## config.mk

```make
export PLATFORM = sky130hd
export DESIGN_NAME = fp_add_share_arbiter
export DESIGN_NICKNAME = d
export VERILOG_FILES = /design/src/rtl/fp_add_share_arbiter.sv
export SDC_FILE = /design/constraint.sdc
export NUM_CORES = 1
export LEC_CHECK = 0
export CAP_MARGIN = 20
export CORE_MARGIN = 1.5
export CORE_UTILIZATION = 45
export DETAILED_ROUTE_END_ITERATION = 6
export GPL_TIMING_DRIVEN = 0
export PLACE_DENSITY = 0.76
export SKIP_LAST_GASP = 1
export SLEW_MARGIN = 40
export SYNTH_ARGS = -nofsm -noshare
export SYNTH_HDL_FRONTEND = slang
export SYNTH_SLANG_ARGS = --single-unit
```

## constraint.sdc

```tcl
create_clock -name clk -period 49.6 [get_ports clk]
set_input_delay 9.92 -clock clk [delete_from_list [all_inputs] [get_ports clk]]
set_output_delay 9.92 -clock clk [all_outputs]
set_load 0.02 [all_outputs]
```

## src/rtl/fp_add_share_arbiter.sv

```systemverilog
// Shared floating-point adder: round-robin arbitration among NUM_REQ requesters
// into a two-stage pipeline (operand register, adder, result register).
// Results leave on one tagged response channel, and the block keeps sticky
// exception flags.
// Round mode encoding: 00 nearest-even, 01 toward zero, 10 down, 11 up.
// Exception bits: [4] invalid, [3] divide-by-zero, [2] overflow,
// [1] underflow, [0] inexact.

module FloatingPointAdd #(
    parameter int EXP_WIDTH  = 8,
    parameter int FRAC_WIDTH = 23,
    localparam int W = EXP_WIDTH + FRAC_WIDTH + 1
) (
    input  logic [W-1:0] op1,
    input  logic [W-1:0] op2,
    input  logic [1:0]   round_mode,
    output logic [W-1:0] result,
    output logic [4:0]   exception
);
    localparam int E    = EXP_WIDTH;
    localparam int F    = FRAC_WIDTH;
    localparam int X    = F + 4;          // hidden + fraction + guard/round/sticky
    localparam int EMAX = (1 << E) - 1;

    function automatic int lead_zeros(input logic [X-1:0] v);
        int n;
        n = X;
        for (int i = 0; i < X; i++) if (v[i]) n = X - 1 - i;
        return n;
    endfunction

    logic           op1_nan, op2_nan, op1_snan, op2_snan, op1_inf, op2_inf;
    logic           sub, sign_r, sticky, rnd_up, inexact, ovf, unf, to_inf;
    logic [W-1:0]   big, sml;
    logic [E-1:0]   eb, es;
    logic [X-1:0]   mb, ms, ms_sh, mask, norm;
    logic [X:0]     sum;
    logic [F+1:0]   mr;
    logic [F-1:0]   frac;
    int             d, lz, sh, ex, ef;

    assign op1_nan  = (&op1[W-2:F]) && (|op1[F-1:0]);
    assign op2_nan  = (&op2[W-2:F]) && (|op2[F-1:0]);
    assign op1_snan = op1_nan && !op1[F-1];
    assign op2_snan = op2_nan && !op2[F-1];
    assign op1_inf  = (&op1[W-2:F]) && !(|op1[F-1:0]);
    assign op2_inf  = (&op2[W-2:F]) && !(|op2[F-1:0]);

    // Align the smaller magnitude, add/subtract, normalise, round, then apply specials.
    always_comb begin
        result = '0; exception = '0;
        lz = 0; sh = 0; ovf = 1'b0; sticky = 1'b0;
        big  = (op1[W-2:0] >= op2[W-2:0]) ? op1 : op2;
        sml  = (op1[W-2:0] >= op2[W-2:0]) ? op2 : op1;
        sub  = big[W-1] ^ sml[W-1];
        eb   = (big[W-2:F] == '0) ? E'(1) : big[W-2:F];
        es   = (sml[W-2:F] == '0) ? E'(1) : sml[W-2:F];
        d    = int'(eb) - int'(es);
        mb   = {|big[W-2:F], big[F-1:0], 3'b000};
        ms   = {|sml[W-2:F], sml[F-1:0], 3'b000};
        mask = ~({X{1'b1}} << d);
        if (d >= X) begin
            ms_sh  = '0;
            sticky = |ms;
        end else begin
            ms_sh  = ms >> d;
            sticky = |(ms & mask);
        end
        ms_sh[0] = ms_sh[0] | sticky;
        sum = sub ? ({1'b0, mb} - {1'b0, ms_sh}) : ({1'b0, mb} + {1'b0, ms_sh});
        ex  = int'(eb);
        if (sum[X]) begin
            norm = {sum[X:2], |sum[1:0]};
            ex   = ex + 1;
        end else begin
            lz   = lead_zeros(sum[X-1:0]);
            sh   = (lz < ex - 1) ? lz : ex - 1;
            norm = sum[X-1:0] << sh;
            ex   = ex - sh;
        end
        // An exact zero from cancellation is +0 except when rounding down.
        sign_r  = (sub && sum == '0) ? (round_mode == 2'b10) : big[W-1];
        inexact = |norm[2:0];
        unique case (round_mode)
            2'b00:   rnd_up = norm[2] & (norm[1] | norm[0] | norm[3]);
            2'b01:   rnd_up = 1'b0;
            2'b10:   rnd_up = inexact & sign_r;
            default: rnd_up = inexact & !sign_r;
        endcase
        unf = !norm[X-1] && inexact;
        mr  = {1'b0, norm[X-1:3]} + {{(F+1){1'b0}}, rnd_up};
        if (mr[F+1]) begin
            ef   = ex + 1;
            frac = mr[F:1];
        end else begin
            ef   = mr[F] ? ex : 0;
            frac = mr[F-1:0];
        end
        to_inf = (round_mode == 2'b00) || (round_mode == 2'b10 && sign_r) ||
                 (round_mode == 2'b11 && !sign_r);
        if (ef >= EMAX) begin
            ovf    = 1'b1;
            result = to_inf ? {sign_r, {E{1'b1}}, {F{1'b0}}}
                            : {sign_r, {(E-1){1'b1}}, 1'b0, {F{1'b1}}};
        end else begin
            result = {sign_r, E'(ef), frac};
        end
        exception = {2'b00, ovf, unf, inexact | ovf};
        // Default NaN is negative quiet with only the top fraction bit set.
        if (op1_nan || op2_nan) begin
            result    = {1'b1, {E{1'b1}}, 1'b1, {(F-1){1'b0}}};
            exception = {op1_snan | op2_snan, 4'b0000};
        end else if (op1_inf && op2_inf && (op1[W-1] != op2[W-1])) begin
            result    = {1'b1, {E{1'b1}}, 1'b1, {(F-1){1'b0}}};
            exception = 5'b10000;
        end else if (op1_inf || op2_inf) begin
            result    = op1_inf ? op1 : op2;
            exception = '0;
        end
    end
endmodule

module fp_add_share_arbiter #(
    parameter int NUM_REQ    = 4,
    parameter int EXP_WIDTH  = 8,
    parameter int FRAC_WIDTH = 23,
    localparam int W   = EXP_WIDTH + FRAC_WIDTH + 1,
    localparam int IDW = $clog2(NUM_REQ)
) (
    input  logic                 clk,
    input  logic                 rst_n,
    input  logic [NUM_REQ-1:0]   req_valid,
    output logic [NUM_REQ-1:0]   req_ready,
    input  logic [NUM_REQ*W-1:0] req_op1,
    input  logic [NUM_REQ*W-1:0] req_op2,
    input  logic [NUM_REQ*2-1:0] req_round_mode,
    output logic                 resp_valid,
    input  logic                 resp_ready,
    output logic [IDW-1:0]       resp_id,
    output logic [W-1:0]         resp_result,
    output logic [4:0]           resp_exception,
    output logic [4:0]           exc_sticky,
    input  logic                 exc_clear
);
    logic           s1_valid, s1_adv, s1_free, s2_free, grant, grant_found, resp_hs;
    logic [W-1:0]   s1_op1, s1_op2, add_result;
    logic [1:0]     s1_rm;
    logic [IDW-1:0] s1_id, rr_ptr, grant_idx, scan_idx;
    logic [4:0]     add_exc;
    int             scan;

    assign s2_free = !resp_valid || resp_ready;
    assign s1_adv  = s1_valid && s2_free;
    assign s1_free = !s1_valid || s1_adv;
    assign resp_hs = resp_valid && resp_ready;

    // First valid requester at or after rr_ptr, wrapping to 0.
    always_comb begin
        grant_found = 1'b0;
        grant_idx   = '0;
        scan        = 0;
        scan_idx    = '0;
        for (int i = 0; i < NUM_REQ; i++) begin
            scan = int'(rr_ptr) + i;
            if (scan >= NUM_REQ) scan = scan - NUM_REQ;
            scan_idx = IDW'(scan);
            if (!grant_found && req_valid[scan_idx]) begin
                grant_found = 1'b1;
                grant_idx   = scan_idx;
            end
        end
    end

    // Reset also masks the grant so nothing is offered while the pipe is held clear.
    assign req_ready = (rst_n && s1_free && grant_found)
                       ? ({{(NUM_REQ-1){1'b0}}, 1'b1} << grant_idx) : '0;
    assign grant     = |req_ready;

    // Round-robin pointer moves just past the granted requester.
    always_ff @(posedge clk or negedge rst_n) begin
        if (!rst_n)
            rr_ptr <= '0;
        else if (grant)
            rr_ptr <= (grant_idx == IDW'(NUM_REQ - 1)) ? '0 : grant_idx + 1'b1;
    end

    // Operand stage: capture on grant, otherwise empty when it advances.
    always_ff @(posedge clk or negedge rst_n) begin
        if (!rst_n) begin
            s1_valid <= 1'b0;
            s1_op1   <= '0;
            s1_op2   <= '0;
            s1_rm    <= '0;
            s1_id    <= '0;
        end else if (grant) begin
            s1_valid <= 1'b1;
            s1_op1   <= req_op1[grant_idx*W +: W];
            s1_op2   <= req_op2[grant_idx*W +: W];
            s1_rm    <= req_round_mode[grant_idx*2 +: 2];
            s1_id    <= grant_idx;
        end else if (s1_adv) begin
            s1_valid <= 1'b0;
        end
    end

    FloatingPointAdd #(.EXP_WIDTH(EXP_WIDTH), .FRAC_WIDTH(FRAC_WIDTH)) u_add (
        .op1        (s1_op1),
        .op2        (s1_op2),
        .round_mode (s1_rm),
        .result     (add_result),
        .exception  (add_exc)
    );

    // Result stage: holds its data until the consumer takes it.
    always_ff @(posedge clk or negedge rst_n) begin
        if (!rst_n) begin
            resp_valid     <= 1'b0;
            resp_result    <= '0;
            resp_exception <= '0;
            resp_id        <= '0;
        end else if (s1_adv) begin
            resp_valid     <= 1'b1;
            resp_result    <= add_result;
            resp_exception <= add_exc;
            resp_id        <= s1_id;
        end else if (resp_ready) begin
            resp_valid     <= 1'b0;
        end
    end

    // Sticky flags; a clear coinciding with a delivery keeps only the new flags.
    always_ff @(posedge clk or negedge rst_n) begin
        if (!rst_n)
            exc_sticky <= '0;
        else if (exc_clear)
            exc_sticky <= resp_hs ? resp_exception : '0;
        else if (resp_hs)
            exc_sticky <= exc_sticky | resp_exception;
    end
endmodule

```

==> flow_summary_export.csv <==
group,metric,value,unit
run_status,outcome,"finished, violations left",
run_status,violations,"DRC",
floorplan,core.rowCount,77,
critical_path,critPathSlowestCell,"sky130_fd_sc_hd__nor4_1",
clocking,tritoncts,"built",
flow_run,max_cap_viol_count,0,
placed_design,port-buffer-count,318,
clocking,numClockSinks,114,
route,routedWlPerCell,23.53,um
floorplan,core-area,0.04432,mm2
critical_path,timing.critical_path.slowest_cell_delay,0.73,ns
finish,syn2layout_area_growth,22.94,%
logic_synthesis,number_of_flip_flops_and_latches_in_the_synthesized_netlist,114,
sta,rsz0062_at_grt,"false",
route,route.vias.total,25668,
global_routing,via_count_of_the_first_global_routing_pass,23981,
sta,timing_max_transition_violations_final,0,
clocking,clock_latency,0.45,ns
route,post_route_drc_violation_count,13,
logic_synthesis,synth_area_per_cell,6.645,um2
critical_path,cp-start-kind,"register",
finish,fill_cell_count,4488,
hold_path,min_path_type,"register to register",
route,initial_drt_pass_iterations,7,
sta,relSlewSlack,37.56,%
route,final_antenna_net_count,0,
global_routing,pin_count_of_the_biggest_net_entering_global_routing,76,
critical_path,crit_required,49.89,ns
logic_synthesis,number_of_flops_mapped_to_enable_cells_by_yosys,0,
global_routing,globalRouteOverflowTotal,0,
global_routing,groute.usage.overall,39.46,%
placed_design,dpl_wire_length,77420,um
floorplan,ios,321,
logic_synthesis,ys_dominant_reg_cell,"sky130_fd_sc_hd__dfrtp_1",
clocking,cts-root-buf,"sky130_fd_sc_hd__clkbuf_16",
clocking,cts_buffers,17,
critical_path,setup.worst_path.end_class,"register",
route,initialDrtViolationCount,3074,
floorplan,die_area,0.04638,mm2
logic_synthesis,syn-instance-count,3054,
finish,drive_above_1_share,6.311,%
logic_synthesis,total_standard_cell_area_after_synthesis,0.02029,mm2
floorplan,die_h,215.4,um
clocking,cts_setup_buffers,0,
sta,fin_worst_skew,0.01545,ns
critical_path,worstSetupPathType,"register to register",
clocking,cts_resized,0,
sta,period_share,47.46,%
sta,setup_viol,0,
sta,min_tclk_post_route,23.54,ns
clocking,htreeDepth,4,
floorplan,initial_core_util,45.79,%
logic_synthesis,yosys_warnings,0,
logic_synthesis,async_flop_share,100.0,%
critical_path,crit_path_dat,23.83,ns
sta,timing.fmax,0.04248,GHz
critical_path,path_max_fanout,10,
sta,tns,0,ns
route,wirelength,94170,um
finish,num-nets-final,3783,
global_routing,initial_antenna_violation_count,5,
placed_design,globalplace.congestion,1.092,
clocking,clkTransAtPathRegs,0.06,ns
clocking,cts_max_path_buffers,2,
critical_path,cp_common_cell,"sky130_fd_sc_hd__clkbuf_1",
clocking,ctsHoldBuffers,0,
floorplan,die_x,215.4,um
sta,max_slew.worst_pin.slew,0.9268,ns
logic_synthesis,yosysUniqueCellTypes,133,
logic_synthesis,synth.yosys.seq_area_share,14.06,%
sta,hold_violations,0,
route,route.detailed.vias_per_inst,6.414,
global_routing,grt_pass1_wl,142000,um
[state kept, by name, indices dropped and copies added, names as in the netlist]
signal and flops:
s1_rm 2, resp_exception 4, resp_result 32, rr_ptr 2, exc_sticky 4, resp_valid 1, s1_valid 1, s1_op1 32
s1_id 2, s1_op2 32, resp_id 2
[worst max-delay path, delay by kind of cell, from the launching register on]
family	cells	cell delay, ns
compound gates	32	6.72
fa+ha+maj	7	2.02
mux	2	0.86
simple gates	25	6.45
flops	1	0.31
xor+xnor	1	0.29
buf+inv	19	6.63
[per-layer routing]
layer / vias to the layer above / share of wire, % / wire, um / GRT usage, %
met1: 11918 / 39 / 36350 / 48.75
met3: 314 / 9.3 / 8715 / 6.327
met2: 1633 / 45 / 42760 / 64.57
li1: 11803 / - / - / -
met5: - / 0 / 0 / 0
met4: 0 / 6.7 / 6347 / 23.68
[cell families after synthesis]
logic type,count (synthesis),share of synthesized area (%)
and+or+nand+nor,1393,31.62
other,2,0.03701
muxes,115,6.862
buffers and inverters,332,6.616
xor gates and xnor gates,65,2.953
adders and majority gates,118,7.374
DFF,114,14.06
AOI/OAI and AO/OA,915,30.48
[synthesized netlist by cell type (14+ instances only)]
cell | number | area [um2]
sky130_fd_sc_hd__a211oi_1 | 33 | 247.7
sky130_fd_sc_hd__a21o_1 | 32 | 240.2
sky130_fd_sc_hd__a21oi_1 | 160 | 800.8
sky130_fd_sc_hd__a22oi_1 | 15 | 112.6
sky130_fd_sc_hd__a31oi_1 | 28 | 175.2
sky130_fd_sc_hd__and2_1 | 21 | 131.4
sky130_fd_sc_hd__buf_1 | 21 | 78.83
sky130_fd_sc_hd__buf_2 | 29 | 145.1
sky130_fd_sc_hd__clkbuf_1 | 134 | 503.0
sky130_fd_sc_hd__dfrtp_1 | 114 | 2853
sky130_fd_sc_hd__ha_1 | 114 | 1426
sky130_fd_sc_hd__inv_1 | 129 | 484.2
sky130_fd_sc_hd__mux2_2 | 15 | 168.9
sky130_fd_sc_hd__mux2i_1 | 80 | 800.8
sky130_fd_sc_hd__mux4_2 | 15 | 337.8
sky130_fd_sc_hd__nand2_1 | 674 | 2530
sky130_fd_sc_hd__nand2b_1 | 25 | 156.4
sky130_fd_sc_hd__nand3_1 | 139 | 695.7
sky130_fd_sc_hd__nand4_1 | 38 | 237.7
sky130_fd_sc_hd__nor2_1 | 235 | 882.1
sky130_fd_sc_hd__nor2b_1 | 16 | 100.1
sky130_fd_sc_hd__nor3_1 | 84 | 420.4
sky130_fd_sc_hd__nor4_1 | 30 | 187.7
sky130_fd_sc_hd__o211ai_1 | 44 | 330.3
sky130_fd_sc_hd__o21a_1 | 15 | 112.6
sky130_fd_sc_hd__o21ai_0 | 289 | 1446
sky130_fd_sc_hd__o21ai_1 | 15 | 75.07
sky130_fd_sc_hd__o221ai_1 | 18 | 157.7
sky130_fd_sc_hd__o22ai_1 | 28 | 175.2
sky130_fd_sc_hd__o311ai_1 | 14 | 122.6
sky130_fd_sc_hd__o31ai_1 | 20 | 150.1
sky130_fd_sc_hd__or2_2 | 14 | 87.58
sky130_fd_sc_hd__or3_1 | 30 | 187.7
sky130_fd_sc_hd__xnor2_1 | 47 | 411.6
sky130_fd_sc_hd__xor2_1 | 14 | 122.6
[through the flow]
stage	instance area, um2	setup slack (ns)	utilization, %	hold WS (ns)	std cells
floorplan	20300	28.00	-	0.4386	3055
global placement	24220	24.26	54.65	0.4614	3965
detailed placement	24330	26.29	54.89	0.4648	3966
CTS	24900	26.28	56.18	0.4841	3998
global route	24950	24.84	56.29	0.5119	4002
finish	24950	26.06	56.29	0.4761	4002
[cells in the final DEF (no fill, tap or decap), drive strengths merged, types with 13 or more instances in the layout]
| cell type | count |
|---|---|
| or3 | 31 |
| ha | 114 |
| o22ai | 31 |
| o221ai | 18 |
| nor4 | 34 |
| a21oi | 163 |
| nor2b | 16 |
| nand2b | 26 |
| or2 | 18 |
| and2 | 21 |
| clkdlybuf4s50 | 317 |
| clkbuf | 154 |
| o31ai | 24 |
| nor3 | 86 |
| inv | 134 |
| mux4 | 15 |
| o211ai | 46 |
| o21a | 15 |
| xor2 | 15 |
| o21ai | 307 |
| a21o | 32 |
| and3 | 13 |
| nand3 | 141 |
| nand4 | 40 |
| o311ai | 17 |
| xnor2 | 50 |
| dfrtp | 114 |
| a221oi | 14 |
| nor2 | 241 |
| a31oi | 32 |
| o2111ai | 13 |
| nand2 | 677 |
| a22oi | 15 |
| mux2 | 17 |
| mux2i | 83 |
| a211oi | 35 |
| buf | 65 |
[cell type report]
type / count / area, um2 / share of cell area (%)
multi-input cells: 2609 / 16210 / 64.98
repair buffers: 320 / 3221 / 12.91
flip-flops and latches: 114 / 2853 / 11.43
plain buffers: 197 / 837.1 / 3.355
well taps: 592 / 740.7 / 2.969
inverters: 135 / 506.7 / 2.031
clock buffers: 19 / 432.9 / 1.735
clock inverters: 13 / 138.9 / 0.5567
diodes: 3 / 7.507 / 0.03009
[path summary, 6_finish.rpt]
check / cells past startpoint / start / slack [ns] / end
max: 86 / s1_op2[7]$_DFFE_PN0P_ / 26.06 / resp_result[15]$_DFFE_PN0P_
min: 2 / resp_id[0]$_DFFE_PN0P_ / 0.48 / resp_id[0]$_DFFE_PN0P_
max reg2reg: 86 / s1_op2[7]$_DFFE_PN0P_ / 26.06 / resp_result[15]$_DFFE_PN0P_
min reg2reg: 2 / resp_id[0]$_DFFE_PN0P_ / 0.48 / resp_id[0]$_DFFE_PN0P_
max in group asynchronous: 2 / rst_n / 39.55 / s1_op1[13]$_DFFE_PN0P_
min in group asynchronous: 1 / rst_n / 9.33 / resp_result[4]$_DFFE_PN0P_
Power is left out: the tool's default activity adds up to more than one toggle a clock period on the data nets, which glitch-free logic cannot reach.
